<file path="src/rtl/ps_uretici_pkg.sv">
// Shared types and constants for the fetch-address generator and its instruction queue.
package ps_uretici_pkg;

  typedef enum logic [1:0] {
    SorunYok      = 2'b00,
    Atlamamaliydi = 2'b01,
    Atlamaliydi   = 2'b10,
    YanlisAtladi  = 2'b11
  } hata_e;

  typedef enum logic [1:0] {
    StBosta,
    StBekle,
    StIptal
  } durum_e;

  // PC values are halfword addresses (byte address bits [31:1]).
  localparam logic [31:1] ResetPs  = 31'h2000_0000;
  localparam logic [6:0]  OpJal    = 7'b1101111;
  localparam logic [6:0]  OpBranch = 7'b1100011;
  localparam logic [2:0]  CFunctJ  = 3'b101;

  typedef struct packed {
    logic [31:0] buyruk;
    logic [31:1] ps;
    logic        atladi;
  } kuyruk_girdi_t;

  function automatic logic [31:1] ps_ilerlet(input logic [31:1] ps, input logic ctipi);
    return ps + (ctipi ? 31'd1 : 31'd2);
  endfunction

endpackage

</file>
<file path="src/rtl/getir_kuyrugu.sv">
// Two-entry fetch queue with registered storage; the head entry drives the decode outputs.
module getir_kuyrugu
  import ps_uretici_pkg::*;
(
  input  logic          clk_i,
  input  logic          rst_ni,
  input  logic          flush_i,
  input  logic          push_i,
  input  kuyruk_girdi_t push_veri_i,
  input  logic          pop_i,
  output kuyruk_girdi_t bas_o,
  output logic          gecerli_o,
  output logic [1:0]    sayi_o
);

  kuyruk_girdi_t mem_q [2];
  logic          yaz_q, oku_q;
  logic [1:0]    sayi_q, sayi_d;
  logic          push_ok, pop_ok;

  assign push_ok = push_i && (sayi_q != 2'd2);
  assign pop_ok  = pop_i && (sayi_q != 2'd0);

  always_comb begin
    sayi_d = sayi_q;
    if (flush_i) begin
      sayi_d = 2'd0;
    end else if (push_ok && !pop_ok) begin
      sayi_d = sayi_q + 2'd1;
    end else if (!push_ok && pop_ok) begin
      sayi_d = sayi_q - 2'd1;
    end
  end

  always_ff @(posedge clk_i or negedge rst_ni) begin
    if (!rst_ni) begin
      mem_q[0] <= '0;
      mem_q[1] <= '0;
      yaz_q    <= 1'b0;
      oku_q    <= 1'b0;
      sayi_q   <= 2'd0;
    end else begin
      sayi_q <= sayi_d;
      if (flush_i) begin
        yaz_q <= 1'b0;
        oku_q <= 1'b0;
      end else begin
        if (push_ok) begin
          mem_q[yaz_q] <= push_veri_i;
          yaz_q        <= ~yaz_q;
        end
        if (pop_ok) begin
          oku_q <= ~oku_q;
        end
      end
    end
  end

  assign bas_o     = mem_q[oku_q];
  assign gecerli_o = (sayi_q != 2'd0);
  assign sayi_o    = sayi_q;

endmodule

</file>
<file path="src/rtl/ps_uretici.sv">
// Fetch-address generator: issues one instruction-memory request at a time, predecodes the
// response for the branch predictor, queues instructions for decode and applies redirects.
module ps_uretici
  import ps_uretici_pkg::*;
(
  input  logic        clk_i,
  input  logic        rst_ni,
  input  logic        ddb_durdur_i,
  input  logic [1:0]  hata_duzelt_i,
  input  logic [31:1] yrt_ps_i,
  input  logic        yrt_buyruk_ctipi_i,
  input  logic [31:1] atlanan_ps_i,
  input  logic [31:1] ongorulen_ps_i,
  input  logic        ongorulen_ps_gecerli_i,
  output logic [31:1] ps_o,
  output logic        tahmin_et_o,
  output logic        buyruk_ctipi_o,
  output logic        buyruk_jtipi_o,
  output logic [31:1] l1b_adr_o,
  output logic        l1b_istek_o,
  input  logic        l1b_hazir_i,
  input  logic        l1b_gecerli_i,
  input  logic [31:0] l1b_buyruk_i,
  output logic [31:0] buyruk_o,
  output logic [31:1] buyruk_ps_o,
  output logic        buyruk_gecerli_o,
  output logic        buyruk_atladi_o
);

  durum_e        durum_q, durum_d;
  logic [31:1]   ps_q, ps_d;
  hata_e         hata;
  logic          ctipi, jtipi, dallanma, tahmin, atladi;
  logic          ates, yonlendir, push;
  logic [31:1]   yonlendir_ps, sonraki_ps;
  logic [1:0]    kuyruk_sayi;
  logic          kuyruk_gecerli;
  kuyruk_girdi_t yeni_girdi, bas;

  assign hata = hata_e'(hata_duzelt_i);

  // Predecode of the memory response.
  assign ctipi    = (l1b_buyruk_i[1:0] != 2'b11);
  assign jtipi    = ctipi ? ((l1b_buyruk_i[1:0] == 2'b01) && (l1b_buyruk_i[15:13] == CFunctJ))
                          : (l1b_buyruk_i[6:0] == OpJal);
  assign dallanma = ctipi ? ((l1b_buyruk_i[1:0] == 2'b01) && (l1b_buyruk_i[15:14] == 2'b11))
                          : (l1b_buyruk_i[6:0] == OpBranch);
  assign tahmin   = (jtipi || dallanma) && l1b_gecerli_i && (durum_q == StBekle);
  assign atladi   = tahmin && ongorulen_ps_gecerli_i;

  assign sonraki_ps = atladi ? ongorulen_ps_i : ps_ilerlet(ps_q, ctipi);

  always_comb begin
    yonlendir_ps = atlanan_ps_i;
    if (hata == Atlamamaliydi) begin
      yonlendir_ps = ps_ilerlet(yrt_ps_i, yrt_buyruk_ctipi_i);
    end
  end

  // Requests only start with queue room, so an accepted response always fits.
  assign l1b_istek_o = rst_ni && (durum_q == StBosta) && (kuyruk_sayi != 2'd2);
  assign ates        = l1b_istek_o && l1b_hazir_i;
  assign yonlendir   = (hata != SorunYok) && !ddb_durdur_i;
  assign push        = (durum_q == StBekle) && l1b_gecerli_i && !yonlendir;

  always_comb begin
    durum_d = durum_q;
    ps_d    = ps_q;
    unique case (durum_q)
      StBosta: begin
        // A request leaving together with a redirect carries a stale address.
        if (ates) begin
          durum_d = yonlendir ? StIptal : StBekle;
        end
      end
      StBekle: begin
        if (l1b_gecerli_i) begin
          durum_d = StBosta;
          ps_d    = sonraki_ps;
        end else if (yonlendir) begin
          durum_d = StIptal;
        end
      end
      StIptal: begin
        if (l1b_gecerli_i) begin
          durum_d = StBosta;
        end
      end
      default: durum_d = StBosta;
    endcase
    if (yonlendir) begin
      ps_d = yonlendir_ps;
    end
  end

  always_ff @(posedge clk_i or negedge rst_ni) begin
    if (!rst_ni) begin
      durum_q <= StBosta;
      ps_q    <= ResetPs;
    end else begin
      durum_q <= durum_d;
      ps_q    <= ps_d;
    end
  end

  assign yeni_girdi = '{buyruk: l1b_buyruk_i, ps: ps_q, atladi: atladi};

  getir_kuyrugu u_kuyruk (
    .clk_i      (clk_i),
    .rst_ni     (rst_ni),
    .flush_i    (yonlendir),
    .push_i     (push),
    .push_veri_i(yeni_girdi),
    .pop_i      (kuyruk_gecerli && !ddb_durdur_i),
    .bas_o      (bas),
    .gecerli_o  (kuyruk_gecerli),
    .sayi_o     (kuyruk_sayi)
  );

  assign ps_o             = ps_q;
  assign l1b_adr_o        = ps_q;
  assign tahmin_et_o      = tahmin;
  assign buyruk_ctipi_o   = ctipi;
  assign buyruk_jtipi_o   = jtipi;
  assign buyruk_o         = bas.buyruk;
  assign buyruk_ps_o      = bas.ps;
  assign buyruk_atladi_o  = bas.atladi;
  assign buyruk_gecerli_o = kuyruk_gecerli;

endmodule
</file>
<file path="config.mk">
export PLATFORM = sky130hd
export DESIGN_NAME = ps_uretici
export DESIGN_NICKNAME = d
export VERILOG_FILES = /design/src/rtl/ps_uretici_pkg.sv /design/src/rtl/getir_kuyrugu.sv /design/src/rtl/ps_uretici.sv
export SDC_FILE = /design/constraint.sdc
export NUM_CORES = 1
export LEC_CHECK = 0
export CORE_MARGIN = 2
export CORE_UTILIZATION = 55
export CTS_BUF_LIST = sky130_fd_sc_hd__clkbuf_8 sky130_fd_sc_hd__clkbuf_16
export CTS_CLUSTER_SIZE = 40
export DETAILED_ROUTE_END_ITERATION = 10
export DONT_BUFFER_PORTS = 1
export PLACE_DENSITY = 0.7
export REMOVE_ABC_BUFFERS = 1
export SLEW_MARGIN = 20
export SYNTH_ARGS = -nofsm -noshare
export SYNTH_HDL_FRONTEND = slang
export SYNTH_SLANG_ARGS = --single-unit
</file>
<file path="constraint.sdc">
create_clock -name clk_i -period 2.35 [get_ports clk_i]
set_input_delay 0 -clock clk_i [delete_from_list [all_inputs] [get_ports clk_i]]
set_output_delay 0 -clock clk_i [all_outputs]
set_load 0.01 [all_outputs]
</file>
# Yosys cells after proc, flatten, opt, wreduce, memory -nomap -nowiden
# Cells that the tools add are included.
[word_totals]
wordCells = 97
out_inout_bits = 131
input_bits = 134
mem_bits_rw = 0
latch_bits = 0
mem_bits_ro = 0
n_memories = 0
regBits = 165
[op_classes]
bitwise = 5
n_shift = 0
add_sub_neg = 4
div_mod_pow = 0
eq_ne = 13
reduce_logical = 33
mul = 0
mux = 28
order_cmp = 3
[ops]
columns = ["op", "n"]
rows = [
  ["$mux 64", 4],
  ["$mux 31", 5],
  ["$bwmux 128", 1],
  ["$demux 64 s1", 1],
  ["$add 31x2->31", 2],
  ["$mux 2", 10],
  ["$logic_and 1x1->1", 17],
  ["$eq 7x7->1 const B", 2],
  ["$reduce_bool 2->1", 6],
  ["$ne 2x2->1 const B", 4],
  ["$eq 2x1->1 const B", 3],
  ["$mux 1", 6],
  ["$pmux 2 s3", 1],
  ["$eq 2x2->1 const B", 2],
  ["$ge 2x2->1 const B", 2],
  ["$logic_not 1->1", 4],
  ["$not 1->2", 2],
  ["$reduce_and 2->1", 2],
  ["$eq 3x3->1 const B", 1],
  ["$ne 3x3->1 const B", 1],
  ["$not 1->1", 3],
  ["$reduce_and 3->1", 1],
  ["$reduce_bool 3->1", 1],
  ["$add 2x1->2 const B", 1],
  ["4 further kinds", 4],
]

# Longest topological paths before layout
# Gate-level depths: netlist of run 1.
[depth]
ltp_word = 11
mapped_depth = 10
depth_no_buf = 9

# Cells and area by module
# Synthesis of run 1 repeated with hierarchy kept, for this count alone.
[hier_totals]
hier_cells = 809
hier_area_um2 = 9536.6
[modules_own_cells]
columns = ["mod", "seq_area_each_um2", "n_inst", "cells_each", "area_per_inst_um2"]
rows = [
  ["getir_kuyrugu", 3303.2, 1, 363, 5959.5],
  ["ps_uretici", 827.0, 1, 446, 3577.2],
]

# Least setup slack after synthesis of run 1
# Ideal clock, no wire load.
[synth_timing]
path_type = "register to register"
startpoint = "register ps_q (netlist bit l1b_adr_o[12])"
endpoint = "register ps_q (netlist bit l1b_adr_o[28])"
path_buffers = 1
t_required_ns = 2.226
path_stages_with_launch = 8
period_less_slack_ns = 2.033
setup_time_ns = 0.124
path_slack_ns = 0.317
arrival_time_ns = 1.909
path_cell_list = "dfrtp_1 > buf_2 > nand4_1 > nor4_2 > and3_1 > and3_1 > xor2_1 > a211o_1"
[synth_via]
elab_chain_cells = 5
[synth_rtl]
columns = ["element", "line", "source"]
rows = [
  ["start: declaration", "ps_uretici.sv:31", "logic [31:1] ps_q, ps_d;"],
  ["start signal: assignment", "ps_uretici.sv:99", "ps_q <= ResetPs;"],
  ["start signal: assignment", "ps_uretici.sv:102", "ps_q <= ps_d;"],
  ["$add 31x2->31", "ps_uretici_pkg.sv:30", "return ps + (ctipi ? 31'd1 : 31'd2);"],
  ["$mux 31", "ps_uretici.sv:51", "assign sonraki_ps = atladi ? ongorulen_ps_i : ps_ilerlet(ps_q, ctipi);"],
  ["$mux 31", "ps_uretici.sv:77", "if (l1b_gecerli_i) begin"],
  ["$mux 31", "ps_uretici.sv:69", "unique case (durum_q)"],
  ["$mux 31", "ps_uretici.sv:91", "if (yonlendir) begin"],
]
# Every way passes these cells. The select of a mux whose other input is x is not followed.
# A chain may end at the register's enable or synchronous reset.

# Final worst setup path of run 1
[layout_timing]
startpoint = "input ddb_durdur_i"
endpoint = "register durum_q[1]"
[layout_via]
elab_chain_cells = 5
elab_cells_between_ends = 7
classes_between = "eq/ne (1); mux (3); reduce/logical (3)"
[layout_rtl]
columns = ["element", "line", "source"]
rows = [
  ["start: declaration", "ps_uretici.sv:8", "input logic ddb_durdur_i,"],
  ["$logic_not 1->1 *", "ps_uretici.sv:63", "assign yonlendir = (hata != SorunYok) && !ddb_durdur_i;"],
  ["$logic_and 1x1->1 *", "ps_uretici.sv:63", ""],
  ["$mux 2", "ps_uretici.sv:73", "durum_d = yonlendir ? StIptal : StBekle;"],
  ["$mux 2", "ps_uretici.sv:72", "if (ates) begin"],
  ["$pmux 2 s3", "ps_uretici.sv:69", ""],
  ["end signal: assignment", "ps_uretici.sv:98", "durum_q <= StBosta;"],
  ["end signal: assignment", "ps_uretici.sv:101", "durum_q <= durum_d;"],
  ["end: declaration", "ps_uretici.sv:30", "durum_e durum_q, durum_d;"],
]
# Every way passes the cells marked *; elsewhere a longest branch is shown, timed or not. The select of a mux whose other input is x is not followed.

==> impl_metrics.yaml, run 1 <==
floorplanning:
  fp.dieH_um: 134
  io_pins: 265
  die_area_mm2: 0.0179
  core_area_mm2: 0.0165
  initial_core_util_pct: 56.1
  die_w_um: 134
  rows: 47
placed_design:
  io_buffers: 0
  place_ws_ns: 0.239
  dpl.hpwl_um: 18400
  gp_congestion: 0.947
  place_area_mm2: 0.00945
yosys:
  synth_xor_area_share_pct: 5.01
  synth_fa_ha_area_share_pct: 0.891
  yosys.area_share.simple_pct: 10.6
  synth-compound-area-share_pct: 9.88
  muxShareOfSynthArea_pct: 23.2
  async_flop_share_pct: 100
  synth_flop_cell: "dfrtp_1"
  synth_top_family_by_area: "multiplexers"
  syn_inst: 829
  synth-seq-cells: 165
  postSynthAreaPerCell_um2: 11.2
  ys_warn_count: 0
  syn_area_mm2: 0.00927
  yosysSeqAreaShare_pct: 44.6
  yosysUniqueCellTypes: 63
  synth-edff-count: 0
finish:
  post-route-util_pct: 68.6
  area_growth_pct: 22.4
  final_area_mm2: 0.0113
  nets: 1076
  drive_above_1_share_pct: 31.0
timing:
  fin_skew_ns: 0.00704
  hold_ws_ns: -0.728
  tns_ns: 0
  fin_crit_ns: 2.28
  relSlewSlack_pct: 38.4
  fmax_mhz: 439
  setup_viol: 0
  hold_violations: 165
  finalWorstSetupSlack_ns: 0.0728
  worst_slew_pin_slew_ns: 0.922
  period_share_pct: 96.9
  slew_viol_final: 0
global_routing:
  grt_max_degree: 167
  grt_usage_pct: 30.4
  met1_usage_pct: 38.9
  first_global_vias: 7693
  grt_pass1_wl_um: 42100
  use_met3_pct: 7.79
  overflow: 0
  antenna_found_initial: 1
  grt-busiest-layer: "met2"
  grt_util_met2_pct: 49.9
worst_setup_path:
  worstReg2RegEnd: "l1b_adr_o[2]$_DFFE_PN0P_"
  critPathTopFamily: "buffers and inverters"
  slowest_delay_ns: 0.70
  worstPathArrival_ns: 2.64
  r2r_cells: 7
  reg2reg_slack_ns: 0.10
  cp.depth: 7
  worst_ep_required_time_ns: 2.71
  cp_cell_sequence: "dlygate4sd3_1 > o21ba_2 > buf_4 > nand2_1 > mux2_2 > o22ai_1 > dlygate4sd3_1"
  start_kind: "input pin"
  slowest_stage: "dlygate4sd3_1"
  critPathMaxFanout: 21
  criticalPathCategory: "in2reg"
  cp_num_buf_inv: 3
  timing.rr.start: "durum_q[1]$_DFFE_PN0P_"
  end_kind: "flop"
  critPathMostFrequentCell: "dlygate4sd3_1"
route:
  drt_iter0_drc: 684
  ant_nets: 0
  dr_total_vias: 7409
  wl_per_cell_um: 23.2
  routed_wl_um: 27200
  drt_first_pass_iters: 6
  viasPerCell: 6.33
  drc: 0
clock_tree:
  root_buffer: "clkbuf_16"
  cts_tree: "done"
  cts_buffer_depth: 2
  ctsHoldBuffers: 121
  htreeDepth: 4
  numCtsBuffers: 17
  clk_pin_slew_ns: 0.06
  clkSinkCount: 165
  clk_latency_ns: 0.42
run_status:
  violations: "hold timing"
  status: "complete, but fails checks"
power:
  power_mw: 11.1
  power_leakage_nw: 4.90
  ir_drop_v: 0.000532
  p_per_area_mw_per_mm2: 977
min_path:
  hold_path.class: "in2async"
flow_run:
  drv_cap: 0
## kinds of logic (layout without fill, tap and decap cells)
| kind of cell | after synthesis | after routing |
|---|---|---|
| other | 0 | 1 |
| adder cells (fa/ha/maj) | 6 | 6 |
| multiplexers | 191 | 191 |
| flip-flops | 165 | 165 |
| XOR/XNOR | 53 | 53 |
| AO/OA/AOI/OAI | 133 | 133 |
| AND/OR/NAND/NOR | 188 | 188 |
| buffers and inverters | 93 | 213 |
## cells in the mapped netlist, types with 5 or more instances
| cell | count | share of area [%] |
|---|---|---|
| o221ai_1 | 15 | 1.4 |
| and3_1 | 7 | 0.47 |
| buf_2 | 23 | 1.2 |
| clkbuf_1 | 21 | 0.85 |
| a21oi_1 | 18 | 0.97 |
| a31oi_1 | 6 | 0.40 |
| ha_1 | 5 | 0.67 |
| mux2_2 | 190 | 23 |
| nand4_1 | 22 | 1.5 |
| a22oi_1 | 12 | 0.97 |
| o21ai_0 | 36 | 1.9 |
| o211ai_1 | 9 | 0.73 |
| dfrtp_1 | 164 | 44 |
| xnor2_1 | 24 | 2.3 |
| nor3_1 | 12 | 0.65 |
| buf_4 | 32 | 2.6 |
| inv_1 | 11 | 0.45 |
| nand3_1 | 21 | 1.1 |
| xor2_1 | 29 | 2.7 |
| nor2_1 | 43 | 1.7 |
| nand2_1 | 47 | 1.9 |
## placed cells by master, fill, tap and decap left out, types with 3 or more instances in the layout
cell type / Yosys / layout
o211ai_1: 9 / 9
or3_1: 4 / 3
a31oi_1: 6 / 6
nor2_1: 43 / 43
dfrtp_1: 164 / 162
clkbuf_16: 0 / 17
o21ai_0: 36 / 36
nand2_1: 47 / 46
nor4_2: 3 / 3
nand4_1: 22 / 22
nand3_1: 21 / 21
o21a_1: 4 / 4
mux2_2: 190 / 190
o22ai_1: 4 / 4
bufinv_16: 0 / 5
buf_4: 32 / 46
nor4_1: 3 / 3
a211o_1: 4 / 4
a31o_2: 3 / 3
inv_1: 11 / 13
nor3_1: 12 / 12
nor3b_1: 3 / 3
and3_1: 7 / 7
xnor2_1: 24 / 23
a21oi_1: 18 / 18
nand2b_1: 3 / 3
clkinvlp_4: 0 / 3
a222oi_1: 4 / 4
nand3b_1: 3 / 3
a22oi_1: 12 / 12
o221ai_1: 15 / 15
ha_1: 5 / 5
xor2_1: 29 / 29
dlygate4sd3_1: 0 / 121
nor4b_2: 2 / 3
## power by group
group	total, mW	switching (mW)	internal [mW]	leakage, nW
Combinational	3.63	1.78	1.85	2.46
Sequential	4.39	0.648	3.74	2.12
Clock	3.06	1.15	1.91	0.315
Total	11.1	3.58	7.50	4.90
## worst max path at each step
stage,start,end,slack (ns)
floorplan,durum_q[1]$_DFFE_PN0P_,u_kuyruk.mem_q[100]$_DFFE_PN0P_,-2.12
global placement,durum_q[0]$_DFFE_PN0P_,u_kuyruk.mem_q[51]$_DFFE_PN0P_,0.34
detailed placement,yrt_buyruk_ctipi_i,l1b_adr_o[30]$_DFFE_PN1P_,0.24
CTS,durum_q[1]$_DFFE_PN0P_,l1b_adr_o[2]$_DFFE_PN0P_,0.08
global route,l1b_adr_o[1]$_DFFE_PN0P_,l1b_adr_o[3]$_DFFE_PN0P_,-0.02
finish,ddb_durdur_i,durum_q[1]$_DFFE_PN0P_,0.07
## registers in the layout (all words and copies together), names as in the netlist
signal           cells
durum_q              2
l1b_adr_o           31
u_kuyruk.mem_q     128
u_kuyruk.yaz_q       1
u_kuyruk.oku_q       1
u_kuyruk.sayi_o      2
## layer usage
metal / wire [um] / share of wire, %
met1: 10900 / 40
met2: 13200 / 49
met3: 2380 / 8.8
met4: 740 / 2.7
met5: 0 / 0
## through the flow
stage	hold slack (ns)	std cells
2_1_floorplan	-0.296	747
3_3_place_gp	-0.292	1016
3_5_place_dp	-0.291	1016
4_1_cts	-0.740	1169
5_1_grt	-0.753	1170
6_report	-0.728	1170
## timing repair
item | in CTS | in global routing
endpoints found under the setup margin | 0 | 6
resized for setup | 0 | 7
setup buffers | 0 | 0
hold endpoints to repair | 265 | 165
## final cells by class
type                            instances  area (um^2)
Fill cell                            1179         5180
Multi-Input combinational cell        571         4630
Sequential cell                       165         4140
Timing Repair Buffer                  170         1610
Clock buffer                           18          439
Tap cell                              220          275
Clock inverter                         14          211
Inverter                               11         41.3
Antenna cell                            1         2.50
Power figures use the tool's default switching activity.
==> run 2, diff against run 1 <==
--- a/config.mk
+++ b/config.mk
@@ -6,14 +6,14 @@
 export NUM_CORES = 1
 export LEC_CHECK = 0
 export CORE_MARGIN = 2
-export CORE_UTILIZATION = 55
+export CORE_UTILIZATION = 60
 export CTS_BUF_LIST = sky130_fd_sc_hd__clkbuf_8 sky130_fd_sc_hd__clkbuf_16
 export CTS_CLUSTER_SIZE = 40
 export DETAILED_ROUTE_END_ITERATION = 10
 export DONT_BUFFER_PORTS = 1
-export PLACE_DENSITY = 0.7
+export PLACE_DENSITY = 0.76
+export RECOVER_POWER = 50
 export REMOVE_ABC_BUFFERS = 1
-export SLEW_MARGIN = 20
 export SYNTH_ARGS = -nofsm -noshare
 export SYNTH_HDL_FRONTEND = slang
 export SYNTH_SLANG_ARGS = --single-unit
==> run 2 against run 1 <==
  * The flow still finishes with violations (hold timing)
  * Sequential share of layout area up 0.22 points
  * Worst setup slack worse by 0.0058 ns
  * Sequential cell count unchanged
  * Sequential power about the same
  * Register-to-register slack worse by 0.03 ns
  * Die area down 8.1%
  * Maximum frequency down 0.25%
  * Clock power down 9.8%
  * Highest routed layer unchanged
  * Via count up 0.39%
  * Hold slack worse by 0.0047 ns
  * Final cell count down 2.2%
  * First-iteration DRC count down 7.0%
==> impl_metrics.yaml, run 2 (synthesis results as in run 1) <==
run_status:
  status: "complete, but fails checks"
  violations: "hold timing"
worst_setup_path:
  start_kind: "flop"
  worst_ep_required_time_ns: 2.66
  critPathMostFrequentCell: "nor2_1"
  end_kind: "flop"
  worstPathArrival_ns: 2.59
  slowest_stage: "dlygate4sd3_1"
  critPathMaxFanout: 4
  criticalPathCategory: "reg2reg"
  slowest_delay_ns: 0.56
  cp_cell_sequence: "ha_1 > ha_2 > a31o_4 > nand2_2 > nor2_1 > xor2_1 > nor2_1 > o211ai_1 > dlygate4sd3_1"
clock_tree:
  cts_tree: "done"
  htreeDepth: 4
  numCtsBuffers: 17
  clk_latency_ns: 0.42
  root_buffer: "clkbuf_16"
  clkSinkCount: 165
  cts_buffer_depth: 2
  clk_pin_slew_ns: 0.06
route:
  drt_first_pass_iters: 7
  drt_iter0_drc: 636
  viasPerCell: 6.50
  routed_wl_um: 27200
  wl_per_cell_um: 23.8
  dr_total_vias: 7438
  ant_nets: 0
  drc: 0
power:
  power_mw: 10.8
  ir_drop_v: 0.000533
  power_switching_mw: 3.59
  power_leakage_nw: 4.85
  clkPwrFrac_pct: 25.6
  comb_power_share_pct: 33.6
  swShare_pct: 33.4
  cellInternalPower_mw: 7.18
  power_frac_seq_pct: 40.8
  p_per_area_mw_per_mm2: 956
placed_design:
  dpl.hpwl_um: 18600
  gp_congestion: 0.918
  place_area_mm2: 0.00944
  place_ws_ns: 0.285
  io_buffers: 0
finish:
  final_cell_mix: "mux2_2, dfrtp_1, dlygate4sd3_1"
  top_register: "u_kuyruk.mem_q"
  area_growth_pct: 21.6
  nets: 1083
  num-fill-cells: 1004
  mostFrequentLayoutCell: "mux2_2"
  largest_reg_flops: 128
  regArea_mm2: 0.00413
  post-route-util_pct: 74.4
  final_area_mm2: 0.0113
  multiInputGateArea_mm2: 0.00464
  drive_above_1_share_pct: 29.0
timing:
  relSlewSlack_pct: 36.8
  hold_ws_ns: -0.733
  slew_viol_final: 0
  fmax_mhz: 438
  finalWorstSetupSlack_ns: 0.0670
  worst_slew_pin_slew_ns: 0.947
  hold_violations: 167
  setup_viol: 0
  fin_crit_ns: 2.28
  period_share_pct: 97.1
  fin_skew_ns: 0.00604
floorplanning:
  initial_core_util_pct: 61.2
  io_pins: 265
  die_area_mm2: 0.0165
  rows: 45
  fp.dieH_um: 128
  die_w_um: 128
  core_area_mm2: 0.0151
global_routing:
  overflow: 0
  antenna_found_initial: 1
  grt_pass1_wl_um: 42000
  first_global_vias: 7681
  grt_max_degree: 167
  grt_usage_pct: 33.3
flow_run:
  drv_cap: 0
min_path:
  hold_path.class: "in2async"
==> run 2: cell count changes in the layout (fill, tap and decap cells not counted), sizes merged <==
cell	delta
buf	-14
bufinv	-3
clkbuf	+17
dlygate4sd3	+5
inv	+1
==> run 2: cell type report <==
| cell class | count | area share (%) |
|---|---|---|
| Clock buffer | 19 | 4.02 |
| Multi-Input combinational cell | 571 | 41.1 |
| Inverter | 11 | 0.366 |
| Clock inverter | 12 | 1.15 |
| Tap cell | 188 | 2.09 |
| Timing Repair Buffer | 177 | 14.6 |
| Sequential cell | 165 | 36.7 |
| Antenna cell | 1 | 0.0222 |
==> run 2: layer usage <==
layer / track usage, % / wire, um / vias up / share of wire [%]
met5: 0 / 0 / - / 0
met2: 55.0 / 13000 / 437 / 48
li1: - / - / 3229 / -
met1: 41.7 / 10600 / 3686 / 39
met3: 9.60 / 2730 / 86 / 10
met4: 12.7 / 930 / 0 / 3.4
==> run 2: final timing paths <==
kind                                                startpoint  slack, ns  depth (start not counted)                         endpoint
worst max-delay path                  l1b_adr_o[1]$_DFFE_PN0P_       0.07                          9         l1b_adr_o[9]$_DFFE_PN0P_
worst min-delay path                                    rst_ni      -0.73                          0  u_kuyruk.mem_q[122]$_DFFE_PN0P_
worst max register to register        l1b_adr_o[1]$_DFFE_PN0P_       0.07                          9         l1b_adr_o[9]$_DFFE_PN0P_
worst min register to register  u_kuyruk.mem_q[21]$_DFFE_PN0P_       0.48                          2   u_kuyruk.mem_q[21]$_DFFE_PN0P_
max in group asynchronous                               rst_ni       2.79                          0        l1b_adr_o[30]$_DFFE_PN1P_
min in group clk_i                            hata_duzelt_i[1]      -0.02                          2       u_kuyruk.oku_q$_DFFE_PN0P_
==> run 2: power groups by stage <==
stage | clock (mW) | combinational, mW | sequential [mW]
floorplan | 0 | 2.45 | 4.44
global placement | 0 | 3.28 | 4.34
detailed placement | 0 | 3.38 | 4.42
CTS | 2.79 | 3.64 | 4.38
global route | 2.91 | 3.88 | 4.51
finish | 2.76 | 3.62 | 4.39
==> run 2: repair_timing <==
action | 4_1_cts | 5_1_grt
setup buffers | 0 | 1
hold buffers | 125 | 1
endpoints found under the hold margin | 263 | 167
gates resized for setup | 0 | 12
setup endpoints to repair | 0 | 7
==> run 2: critical path, delay by kind of cell, from the launching register on <==
family / cells / cell delay [ns]
and+or+nand+nor: 3 / 0.32
xor gates and xnor gates: 1 / 0.14
DFF: 1 / 0.38
AOI/OAI and AO/OA: 2 / 0.35
adders and majority gates: 2 / 0.42
buffers and inverters: 1 / 0.56
==> run 2: stage by stage <==
| stage | TNS [ns] | hold WS, ns | instances |
|---|---|---|---|
| CTS | 0 | -0.746 | 1141 |
| finish | 0 | -0.733 | 1144 |
| floorplan | -168.34 | -0.296 | 747 |
| global route | -0.0234 | -0.754 | 1144 |
| global placement | 0 | -0.292 | 985 |
| detailed placement | 0 | -0.292 | 985 |
==> run 3, diff against run 2 <==
==> constraint.sdc (replaced) <==
create_clock -name clk_i -period 2.35 [get_ports clk_i]
set_input_delay 0.235 -clock clk_i [delete_from_list [all_inputs] [get_ports clk_i]]
set_output_delay 0.235 -clock clk_i [all_outputs]
set_load 0.01 [all_outputs]
==> run 3 against run 2 <==
  * The run still ends with hold timing left
  * Power rose by 1.3%
  * Hold slack improved by 0.23 ns
  * First-iteration DRC count fell by 15%
  * Critical path depth fell by 4
  * Design area fell by 7.1%
  * Register-to-register slack improved by 0.12 ns
  * Clock power rose by 12%
  * Utilization fell by 5.3 points
  * Sequential share of layout area rose by 2.8 points
==> impl_metrics.yaml, run 3 (synthesis results as in run 1) <==
run_status:
  status: "complete, but fails checks"
  violations: "hold timing"
clock_tree:
  ctsHoldBuffers: 47
  root_buffer: "clkbuf_16"
  htreeDepth: 4
  numCtsBuffers: 17
  cts_tree: "done"
  post_cts_resized: 0
  clk_pin_slew_ns: 0.07
  cts_buffer_depth: 2
  cts_setup_buffers: 0
  clkSinkCount: 165
  clk_latency_ns: 0.44
route:
  drt_first_pass_iters: 5
  route.met3.wl_um: 2800
  drt_iter0_drc: 538
  wl_met1_um: 10400
  wl_per_cell_um: 25.2
  wl_met2_um: 12500
  maxUsedRoutingLayer: "met4"
  ant_nets: 0
  routed_wl_um: 26800
  viasPerCell: 6.65
  drc: 0
  dr_total_vias: 7079
finish:
  top_register: "u_kuyruk.mem_q"
  num-fill-cells: 1079
  final_cell_mix: "mux2_2, dfrtp_1, nand2_1, dlygate4sd3_1, nor2_1"
  largest_reg_flops: 128
  diodes: 0
  drive_above_1_share_pct: 30.3
  mostFrequentLayoutCell: "mux2_2"
  post-route-util_pct: 69.1
  area_growth_pct: 13.0
  nets: 1003
global_routing:
  antenna_found_initial: 0
  overflow: 0
  grt_usage_pct: 32.8
  grt_max_degree: 167
  grt_pass1_wl_um: 41100
  first_global_vias: 7424
power:
  power_mw: 10.9
  ir_drop_v: 0.000621
  power_leakage_nw: 4.53
  p_per_area_mw_per_mm2: 1040
timing:
  fin_crit_ns: 2.17
  setup_viol: 0
  hold_violations: 165
  worst_slew_pin_slew_ns: 0.769
  tns_ns: 0
  relSlewSlack_pct: 48.6
  rsz0062_at_grt: "no"
  hold_ws_ns: -0.507
  period_share_pct: 92.2
  slew_viol_final: 0
  fin_skew_ns: 0.0110
  fmax_mhz: 462
floorplanning:
  die_area_mm2: 0.0165
  core_area_mm2: 0.0151
  initial_core_util_pct: 61.2
  rows: 45
  io_pins: 265
  fp.dieH_um: 128
  die_w_um: 128
placed_design:
  io_buffers: 0
  dpl.hpwl_um: 18500
  gp_congestion: 0.931
min_path:
  hold_path.class: "in2async"
worst_setup_path:
  worst_ep_required_time_ns: 2.66
  timing.rr.start: "durum_q[1]$_DFFE_PN0P_"
  criticalPathCategory: "reg2reg"
  worstPathArrival_ns: 2.48
  cp-startpoint: "durum_q[1]$_DFFE_PN0P_"
  end_kind: "flop"
  critPathMaxFanout: 64
  start_kind: "flop"
flow_run:
  drv_cap: 0
-- run 3: changes by cell type in the layout (fill, tap and decap cells not counted), moves of 3 or more --
cell | previous run | this run
clkbuf_1 | 16 | 23
inv_6 | 2 | 6
clkinvlp_4 | 3 | 0
buf_4 | 29 | 23
dlygate4sd3_1 | 126 | 47
-- run 3: layer usage --
| layer | vias to the layer above | track usage, % |
|---|---|---|
| met5 | - | 0 |
| met4 | 0 | 15.2 |
| met3 | 77 | 12.2 |
| met2 | 400 | 51.9 |
| met1 | 3527 | 40.1 |
| li1 | 3075 | - |
-- run 3: power by group --
group          leakage [nW]  internal [mW]  switching, mW
registers              2.12           3.74          0.629
clock network         0.321           1.84           1.24
logic                  2.09           1.67           1.80
total                  4.53           7.25           3.67
-- run 3: final timing paths --
check | to | slack, ns | cells after the start
worst min register to register | u_kuyruk.mem_q[6]$_DFFE_PN0P_ | 0.48 | 2
worst max register to register | u_kuyruk.mem_q[69]$_DFFE_PN0P_ | 0.18 | 5
max in group asynchronous | l1b_adr_o[30]$_DFFE_PN1P_ | 2.59 | 0
worst max-delay path | u_kuyruk.mem_q[69]$_DFFE_PN0P_ | 0.18 | 5
min in group clk_i | l1b_adr_o[26]$_DFFE_PN0P_ | 0.01 | 2
worst min-delay path | u_kuyruk.mem_q[122]$_DFFE_PN0P_ | -0.51 | 0
-- run 3: area by class of cell --
class / count / area, um^2 / share of cell area [%]
Inverter: 11 / 41.3 / 0.394
Clock buffer: 18 / 439 / 4.19
Multi-Input combinational cell: 571 / 4600 / 44.0
Timing Repair Buffer: 97 / 810 / 7.73
Clock inverter: 14 / 209 / 2.00
Sequential cell: 165 / 4130 / 39.5
Tap cell: 188 / 235 / 2.25
-- run 3: metrics by stage --
| stage | cell area (um^2) | cells | setup slack (ns) |
|---|---|---|---|
| final | 10500 | 1064 | 0.184 |
| after CTS | 10600 | 1064 | 0.203 |
| after global placement | 9440 | 985 | 0.0786 |
| after global routing | 10500 | 1064 | 0.0848 |
| after floorplan | 8760 | 747 | -2.12 |
| after detailed placement | 9440 | 985 | 0.123 |
-- run 3: critical path, cell delays in order (launching register included) --
cell,delay (ns)
dfrtp_1,0.42
and3b_1,0.34
and3_1,0.30
nor2b_4,0.21
buf_12,0.33
mux2_2,0.39
